### src/rtl/core_config_pkg.sv
// core_config_pkg: CSR addresses, mstatus bit positions and misa value shared by the CSR file.
package core_config_pkg;
    localparam int XLEN       = 32;
    localparam int CSR_ADDR_W = 12;
    typedef logic [CSR_ADDR_W-1:0] csr_addr_t;
    typedef logic [XLEN-1:0]       xlen_t;
    localparam csr_addr_t CSR_MSTATUS   = 12'h300;
    localparam csr_addr_t CSR_MISA      = 12'h301;
    localparam csr_addr_t CSR_MIE       = 12'h304;
    localparam csr_addr_t CSR_MTVEC     = 12'h305;
    localparam csr_addr_t CSR_MSCRATCH  = 12'h340;
    localparam csr_addr_t CSR_MEPC      = 12'h341;
    localparam csr_addr_t CSR_MCAUSE    = 12'h342;
    localparam csr_addr_t CSR_MTVAL     = 12'h343;
    localparam csr_addr_t CSR_MIP       = 12'h344;
    localparam csr_addr_t CSR_MCYCLE    = 12'hB00;
    localparam csr_addr_t CSR_MCYCLEH   = 12'hB80;
    localparam csr_addr_t CSR_MINSTRET  = 12'hB02;
    localparam csr_addr_t CSR_MINSTRETH = 12'hB82;
    localparam csr_addr_t CSR_CYCLE     = 12'hC00;
    localparam csr_addr_t CSR_CYCLEH    = 12'hC80;
    localparam csr_addr_t CSR_INSTRET   = 12'hC02;
    localparam csr_addr_t CSR_INSTRETH  = 12'hC82;
    localparam csr_addr_t CSR_MHARTID   = 12'hF14;
    localparam int MSTATUS_MIE  = 3;
    localparam int MSTATUS_MPIE = 7;
    localparam xlen_t MISA_VAL  = 32'h4000_0100;
    localparam xlen_t MIE_MASK  = 32'h0000_0888;
    function automatic logic csr_supported(input csr_addr_t a);
        return a inside {CSR_MSTATUS, CSR_MISA, CSR_MIE, CSR_MTVEC, CSR_MSCRATCH, CSR_MEPC,
                         CSR_MCAUSE, CSR_MTVAL, CSR_MIP, CSR_MCYCLE, CSR_MCYCLEH, CSR_MINSTRET,
                         CSR_MINSTRETH, CSR_CYCLE, CSR_CYCLEH, CSR_INSTRET, CSR_INSTRETH, CSR_MHARTID};
    endfunction
endpackage

### src/rtl/csr_file_if.sv
// csr_file_if: CSR read/write port between the core (master) and the CSR file (slave).
interface csr_file_if;
    import core_config_pkg::*;
    csr_addr_t csr_ra;
    csr_addr_t csr_wa;
    xlen_t     csr_rd;
    xlen_t     csr_wd;
    logic      csr_we;
    logic      csr_err;
    modport master (output csr_ra, csr_wa, csr_wd, csr_we, input csr_rd, csr_err);
    modport slave  (input csr_ra, csr_wa, csr_wd, csr_we, output csr_rd, csr_err);
endinterface

### src/rtl/csr_counter64.sv
// csr_counter64: 64-bit free/conditional counter whose halves can be loaded independently.
module csr_counter64
    import core_config_pkg::*;
(
    input  logic              clk,
    input  logic              rst,
    input  logic              i_inc,
    input  logic              i_ld_lo,
    input  logic              i_ld_hi,
    input  xlen_t             i_wd,
    output logic [2*XLEN-1:0] o_cnt
);
    logic [2*XLEN-1:0] r_cnt;
    // a load in either half replaces that cycle's increment
    always_ff @(posedge clk or posedge rst) begin
        if (rst) r_cnt <= '0;
        else if (i_ld_lo) r_cnt[XLEN-1:0] <= i_wd;
        else if (i_ld_hi) r_cnt[2*XLEN-1:XLEN] <= i_wd;
        else if (i_inc) r_cnt <= r_cnt + 1'b1;
    end
    assign o_cnt = r_cnt;
endmodule

### src/rtl/csr_file.sv
// csr_file: machine-mode CSR file with trap entry/return, interrupt pending and 64-bit counters.
module csr_file
    import core_config_pkg::*;
#(
    parameter xlen_t MHARTID   = 32'h0,
    parameter xlen_t MTVEC_RST = 32'h0
) (
    input  logic        clk,
    input  logic        rst,
    csr_file_if.slave   bus,
    input  logic        retire,
    input  logic        irq_ext,
    input  logic        irq_tim,
    input  logic        irq_sw,
    input  logic        trap_valid,
    input  xlen_t       trap_pc,
    input  xlen_t       trap_cause,
    input  xlen_t       trap_val,
    input  logic        mret,
    output xlen_t       trap_vector,
    output xlen_t       epc,
    output logic        irq_pending
);
    logic  r_st_mie, r_st_mpie;
    xlen_t r_mie, r_mtvec, r_mscratch, r_mepc, r_mcause, r_mtval;
    xlen_t w_rd, w_mstatus, w_mip;
    logic  [2*XLEN-1:0] w_mcycle, w_minstret;
    logic  w_wr_ok;
    csr_addr_t w_wa;
    assign w_wa    = bus.csr_wa;
    // read-only space (wa[11:10]==3) and mip are rejected along with unknown addresses
    assign w_wr_ok = bus.csr_we && csr_supported(w_wa) && w_wa[11:10] != 2'b11 && w_wa != CSR_MIP;
    assign bus.csr_err = !csr_supported(bus.csr_ra) || (bus.csr_we && !w_wr_ok);
    assign w_mstatus = 32'h0000_1800 | (xlen_t'(r_st_mpie) << MSTATUS_MPIE) | (xlen_t'(r_st_mie) << MSTATUS_MIE);
    assign w_mip     = {20'b0, irq_ext, 3'b0, irq_tim, 3'b0, irq_sw, 3'b0};
    assign irq_pending = r_st_mie && |(w_mip & r_mie);
    assign trap_vector = r_mtvec;
    assign epc         = r_mepc;
    csr_counter64 u_mcycle (
        .clk(clk), .rst(rst), .i_inc(1'b1),
        .i_ld_lo(w_wr_ok && w_wa == CSR_MCYCLE), .i_ld_hi(w_wr_ok && w_wa == CSR_MCYCLEH),
        .i_wd(bus.csr_wd), .o_cnt(w_mcycle)
    );
    csr_counter64 u_minstret (
        .clk(clk), .rst(rst), .i_inc(retire),
        .i_ld_lo(w_wr_ok && w_wa == CSR_MINSTRET), .i_ld_hi(w_wr_ok && w_wa == CSR_MINSTRETH),
        .i_wd(bus.csr_wd), .o_cnt(w_minstret)
    );
    always_ff @(posedge clk or posedge rst) begin
        if (rst) begin
            r_st_mie   <= 1'b0;
            r_st_mpie  <= 1'b0;
            r_mie      <= '0;
            r_mtvec    <= MTVEC_RST;
            r_mscratch <= '0;
            r_mepc     <= '0;
            r_mcause   <= '0;
            r_mtval    <= '0;
        end else begin
            if (w_wr_ok && w_wa == CSR_MIE) r_mie <= bus.csr_wd & MIE_MASK;
            if (w_wr_ok && w_wa == CSR_MTVEC) r_mtvec <= bus.csr_wd & ~32'h3;
            if (w_wr_ok && w_wa == CSR_MSCRATCH) r_mscratch <= bus.csr_wd;
            // trap entry owns mstatus/mepc/mcause/mtval for the cycle, then mret, then CSR writes
            if (trap_valid) begin
                r_mepc    <= trap_pc & ~32'h3;
                r_mcause  <= trap_cause;
                r_mtval   <= trap_val;
                r_st_mpie <= r_st_mie;
                r_st_mie  <= 1'b0;
            end else begin
                if (mret) begin
                    r_st_mie  <= r_st_mpie;
                    r_st_mpie <= 1'b1;
                end else if (w_wr_ok && w_wa == CSR_MSTATUS) begin
                    r_st_mie  <= bus.csr_wd[MSTATUS_MIE];
                    r_st_mpie <= bus.csr_wd[MSTATUS_MPIE];
                end
                if (w_wr_ok && w_wa == CSR_MEPC) r_mepc <= bus.csr_wd & ~32'h3;
                if (w_wr_ok && w_wa == CSR_MCAUSE) r_mcause <= bus.csr_wd;
                if (w_wr_ok && w_wa == CSR_MTVAL) r_mtval <= bus.csr_wd;
            end
        end
    end
    always_comb begin
        w_rd = '0;
        case (bus.csr_ra)
            CSR_MSTATUS:                w_rd = w_mstatus;
            CSR_MISA:                   w_rd = MISA_VAL;
            CSR_MIE:                    w_rd = r_mie;
            CSR_MTVEC:                  w_rd = r_mtvec;
            CSR_MSCRATCH:               w_rd = r_mscratch;
            CSR_MEPC:                   w_rd = r_mepc;
            CSR_MCAUSE:                 w_rd = r_mcause;
            CSR_MTVAL:                  w_rd = r_mtval;
            CSR_MIP:                    w_rd = w_mip;
            CSR_MCYCLE, CSR_CYCLE:      w_rd = w_mcycle[XLEN-1:0];
            CSR_MCYCLEH, CSR_CYCLEH:    w_rd = w_mcycle[2*XLEN-1:XLEN];
            CSR_MINSTRET, CSR_INSTRET:  w_rd = w_minstret[XLEN-1:0];
            CSR_MINSTRETH, CSR_INSTRETH: w_rd = w_minstret[2*XLEN-1:XLEN];
            CSR_MHARTID:                w_rd = MHARTID;
            default:                    w_rd = '0;
        endcase
    end
    assign bus.csr_rd = w_rd;
endmodule
### src/flat_wrapper.sv
// flat-port wrapper written by rule: the top's interface ports become plain ports
module csr_file_flat import core_config_pkg::*;
#(
    parameter xlen_t MHARTID   = 32'h0,
    parameter xlen_t MTVEC_RST = 32'h0
)
  (clk, rst, retire, irq_ext, irq_tim, irq_sw, trap_valid, trap_pc, trap_cause, trap_val, mret, trap_vector, epc, irq_pending, bus_csr_ra, bus_csr_wa, bus_csr_wd, bus_csr_we, bus_csr_rd, bus_csr_err);
  csr_file_if bus_i ();
  input  logic clk;
  input  logic rst;
  input  logic retire;
  input  logic irq_ext;
  input  logic irq_tim;
  input  logic irq_sw;
  input  logic trap_valid;
  input  xlen_t trap_pc;
  input  xlen_t trap_cause;
  input  xlen_t trap_val;
  input  logic mret;
  output xlen_t trap_vector;
  output xlen_t epc;
  output logic irq_pending;
  input wire logic [$bits(bus_i.csr_ra)-1:0] bus_csr_ra;
  input wire logic [$bits(bus_i.csr_wa)-1:0] bus_csr_wa;
  input wire logic [$bits(bus_i.csr_wd)-1:0] bus_csr_wd;
  input wire logic [$bits(bus_i.csr_we)-1:0] bus_csr_we;
  output wire logic [$bits(bus_i.csr_rd)-1:0] bus_csr_rd;
  output wire logic [$bits(bus_i.csr_err)-1:0] bus_csr_err;
  assign bus_i.csr_ra = bus_csr_ra;
  assign bus_i.csr_wa = bus_csr_wa;
  assign bus_i.csr_wd = bus_csr_wd;
  assign bus_i.csr_we = bus_csr_we;
  assign bus_csr_rd = bus_i.csr_rd;
  assign bus_csr_err = bus_i.csr_err;
  csr_file #(.MHARTID(MHARTID), .MTVEC_RST(MTVEC_RST)) u_core (.clk(clk), .rst(rst), .bus(bus_i), .retire(retire), .irq_ext(irq_ext), .irq_tim(irq_tim), .irq_sw(irq_sw), .trap_valid(trap_valid), .trap_pc(trap_pc), .trap_cause(trap_cause), .trap_val(trap_val), .mret(mret), .trap_vector(trap_vector), .epc(epc), .irq_pending(irq_pending));
endmodule
### config.mk
export PLATFORM = sky130hd
export DESIGN_NAME = csr_file_flat
export DESIGN_NICKNAME = d
export VERILOG_FILES = /design/src/rtl/core_config_pkg.sv /design/src/rtl/csr_file_if.sv /design/src/rtl/csr_counter64.sv /design/src/rtl/csr_file.sv /design/src/flat_wrapper.sv
export SDC_FILE = /design/constraint.sdc
export NUM_CORES = 1
export LEC_CHECK = 0
export BUFFER_PORTS_ARGS = -buffer_cell sky130_fd_sc_hd__buf_2
export CORE_ASPECT_RATIO = 0.5
export CORE_MARGIN = 8
export CORE_UTILIZATION = 45
export DETAILED_ROUTE_END_ITERATION = 10
export GPL_ROUTABILITY_DRIVEN = 0
export GPL_TIMING_DRIVEN = 0
export PLACE_DENSITY = 0.65
export SKIP_LAST_GASP = 1
export SLEW_MARGIN = 10
export SYNTH_ARGS = -nofsm -noshare
export SYNTH_HDL_FRONTEND = slang
export SYNTH_HIERARCHICAL = 1
export SYNTH_SLANG_ARGS = --single-unit
### constraint.sdc
create_clock -name clk -period 5.4 [get_ports clk]
set_clock_uncertainty 0.15 [all_clocks]
set_input_delay 0.27 -clock clk [delete_from_list [all_inputs] [get_ports clk]]
set_output_delay 0.27 -clock clk [all_outputs]
set_load 0.01 [all_outputs]
==> qor.yml <==
outcome:
  status: "finished, final reports clean"
route:
  ant_nets: 0
  detail_route.first_pass.iterations: 7
  drc_errors: 0
  via_per_inst: 6.74
  post_drt_wl_per_cell_microns: 28.6
  vias: 19900
  first_iter_violations: 3801
  totalWireLength_mm: 84.7
synth:
  synth-edff-count: 0
  postSynth.asyncResetShare_pct: 100
  synthCells: 1991
  synth-xor-area-share_pct: 2.96
  ys.flop_type: "dfrtp_1"
  synth-compound-area-share_pct: 19.2
  synthSimpleGateAreaFrac_pct: 25.6
  synth_area_sq_um: 17500
  synth-seq-cells: 289
  syn-mean-instance-area_sq_um: 8.77
  yosys.cell_types.count: 86
  synth.yosys.seq_area_share_pct: 41.4
  yosys_warnings: 6
  synth.area.mux_share_pct: 6.72
  synth_top_family_by_area: "simple AND/OR/NAND/NOR gates"
  synth-adder-area-share_pct: 0.143
final_layout:
  mostFrequentLayoutCells: "dfrtp_1, buf_2, nand2_1"
  n_fill_cell: 3489
  final_common_cell: "dfrtp_1"
  drive_gt1_share_pct: 18.4
  regArea_sq_um: 7230
  stdcell_count: 2960
  area_delta_synth_final_pct: 24.7
  multiInputGateArea_sq_um: 9580
  fin_nets: 2571
timing:
  slew_viol_final: 0
  max_freq_mhz: 217
  fin_ws_ns: 0.791
  tns_ns: 0
  fin_crit_sh_pct: 85.3
  period_minus_slack_ns: 4.61
  slew_headroom_pct: 20.1
  finalHoldViolCount: 0
  rsz0062_at_grt: "no"
  worstMarginPinSlew_ns: 1.19
  setup_viol: 0
power:
  p_per_area_nw_per_um2: 250
  p_leak_nw: 9.22
  irDropWorstVdd_uv: 259
global_route:
  grt_pass1_vias: 18600
  antenna_found_initial: 2
  grt_start_max_net_pins: 101
  grt.overflow.total: 0
  grtUsageTotal_pct: 35.6
  grt_pass1_wl_mm: 123
die:
  fp.dieW_microns: 295
  initial_utilization_pct: 45.2
  dieArea_sq_um: 45800
  pin_count: 259
  core-area_sq_um: 38600
  die_h_microns: 155
  fp-row-count: 51
placed_design:
  hpwl_mm: 61.9
  place_ws_ns: 0.419
  port_buffers: 248
  post-place-cells: 2781
worst_hold_path:
  hold_path_class: "input port to register"
  whs_path_depth: 3
critical_path:
  worst-r2r-cell-count: 5
  critPathArrivalTime_ns: 4.91
  crit_chain: "buf_2 -> nor4_1 -> a2bb2o_4 -> a32oi_1 -> o2111a_1 -> or4_4 -> nor3_1 -> buf_4 -> clkbuf_1 -> clkbuf_1 -> nand2_1 -> o311ai_0 -> o211ai_1"
  cp_max_fo: 10
  cp-end-kind: "register"
  r2r_slack_ns: 2.13
  cpLargestDelayFamily: "simple AND/OR/NAND/NOR gates"
  critPathBufInv: 4
  path_common_cell: "clkbuf_1"
  slowest_delay_ns: 0.92
  slowest_stage: "nor3_1"
  cp.required_ns: 5.70
  worst-path-stages: 13
  worst-setup-path-type: "input port to register"
  critPathLaunchType: "input port"
clock_network:
  cts_setup_buffers: 0
  cts_max_level: 1
  clk_pin_slew_ns: 0.06
  cts-resized-gates: 0
  holdBufCountCts: 126
  worstSkewPairLatency_ns: 0.58
  clock-sinks: 289
  cts_tree: "built"
  cts_buffer_depth: 3
  cts_buffers: 29
  cts_root_buffer: "clkbuf_16"
flow_run:
  cap_violations: 0
==> tightest hold or removal path: stages <==
cell and delay (ns):
buf_2 0.25, nand2_1 0.11, o21ai_0 0.08
==> stage by stage <==
step | hold WS, ns | power [mW] | utilization, % | cell area (sq um)
6_report | 0.0317 | 5.44 | 56.4 | 21800
2_1_floorplan | 0.237 | 2.78 | - | 17500
3_3_place_gp | 0.306 | 3.13 | 50.3 | 19400
4_1_cts | 0.00386 | 5.40 | 56.4 | 21800
5_1_grt | 0.0450 | 5.58 | 56.4 | 21800
3_5_place_dp | 0.189 | 3.15 | 50.5 | 19500
==> path summary, 6_finish.rpt <==
| check | startpoint | to |
|---|---|---|
| worst max register to register | u_core/u_mcycle/o_cnt[9]$_DFFE_PP0P_ | u_core/u_mcycle/o_cnt[57]$_DFFE_PP0P_ |
| worst min-delay path | bus_csr_wd[30] | u_core/u_minstret/o_cnt[30]$_DFFE_PP0P_ |
| max in group asynchronous | rst | u_core/r_mcause[2]$_DFFE_PP0P_ |
| worst min register to register | u_core/r_mtval[20]$_DFFE_PP0P_ | u_core/r_mtval[20]$_DFFE_PP0P_ |
| min in group asynchronous | rst | u_core/u_mcycle/o_cnt[21]$_DFFE_PP0P_ |
| worst max-delay path | bus_csr_wa[5] | u_core/u_mcycle/o_cnt[54]$_DFFE_PP0P_ |
==> cells in the mapped netlist, types with 5 or more instances <==
| cell type | number | area share (%) |
|---|---|---|
| nand4_1 | 80 | 2.9 |
| a21oi_1 | 126 | 3.6 |
| o22ai_1 | 8 | 0.29 |
| a222oi_1 | 33 | 1.9 |
| o21ai_1 | 10 | 0.29 |
| a22o_1 | 22 | 1.1 |
| o21a_1 | 6 | 0.26 |
| a22oi_1 | 56 | 2.4 |
| buf_4 | 8 | 0.34 |
| nor4b_1 | 6 | 0.30 |
| o211ai_1 | 15 | 0.64 |
| or4_1 | 18 | 0.77 |
| nor2b_1 | 50 | 1.8 |
| a211oi_1 | 5 | 0.21 |
| nand3_1 | 120 | 3.4 |
| nor3_1 | 47 | 1.3 |
| mux2i_1 | 16 | 0.92 |
| o31ai_1 | 5 | 0.21 |
| a221oi_1 | 18 | 0.90 |
| a31oi_1 | 5 | 0.18 |
| and4_1 | 11 | 0.55 |
| buf_2 | 11 | 0.32 |
| buf_1 | 9 | 0.19 |
| xor2_1 | 35 | 1.8 |
| clkbuf_1 | 113 | 2.4 |
| inv_1 | 28 | 0.60 |
| o21ai_0 | 167 | 4.8 |
| nor4_1 | 42 | 1.5 |
| nor2_1 | 81 | 1.7 |
| or3_1 | 31 | 1.1 |
| and2_1 | 6 | 0.21 |
| nand4b_1 | 5 | 0.25 |
| xnor2_1 | 24 | 1.2 |
| dfrtp_1 | 289 | 41 |
| and3_1 | 45 | 1.6 |
| mux2_2 | 90 | 5.8 |
| nand2_1 | 259 | 5.6 |
==> routing by layer <==
layer	vias up	routed length [microns]	track usage, %
li1	8311	-	-
met1	9580	31400	46.8
met2	1680	35300	51.9
met3	366	12800	12.4
met4	2	5280	17.2
met5	-	11	0
==> cell families after synthesis <==
logic type / Yosys count
AO/OA/AOI/OAI: 520
flip-flops: 289
other: 2
XOR/XNOR: 59
buffers and inverters: 170
AND/OR/NAND/NOR: 843
adder cells (fa/ha/maj): 2
multiplexers: 106
==> where the power goes <==
group          total, mW  internal, mW  switching, mW
registers           2.48          2.29          0.184
clock network       2.21          1.27          0.943
logic              0.747         0.286          0.461
total               5.44          3.85           1.59
==> state kept, by name, indices dropped and copies added, names as in the netlist <==
register and cells:
u_core/r_mie 3, u_core/epc 30, u_core/u_mcycle/o_cnt 64, u_core/trap_vector 30
u_core/r_mtval 32, u_core/u_minstret/o_cnt 64, u_core/r_mcause 32, u_core/r_st_mie 1
u_core/r_mscratch 32, u_core/r_st_mpie 1
==> cell type report <==
type | count | area share (%)
multi-input cells | 1541 | 44.0
flip-flops and latches | 289 | 33.2
repair buffers | 377 | 11.8
clock buffers | 38 | 3.81
well taps | 530 | 3.05
plain buffers | 142 | 2.70
clock inverters | 14 | 0.822
inverters | 28 | 0.540
diodes | 1 | 0.0115
(Power assumes the default switching activity.)
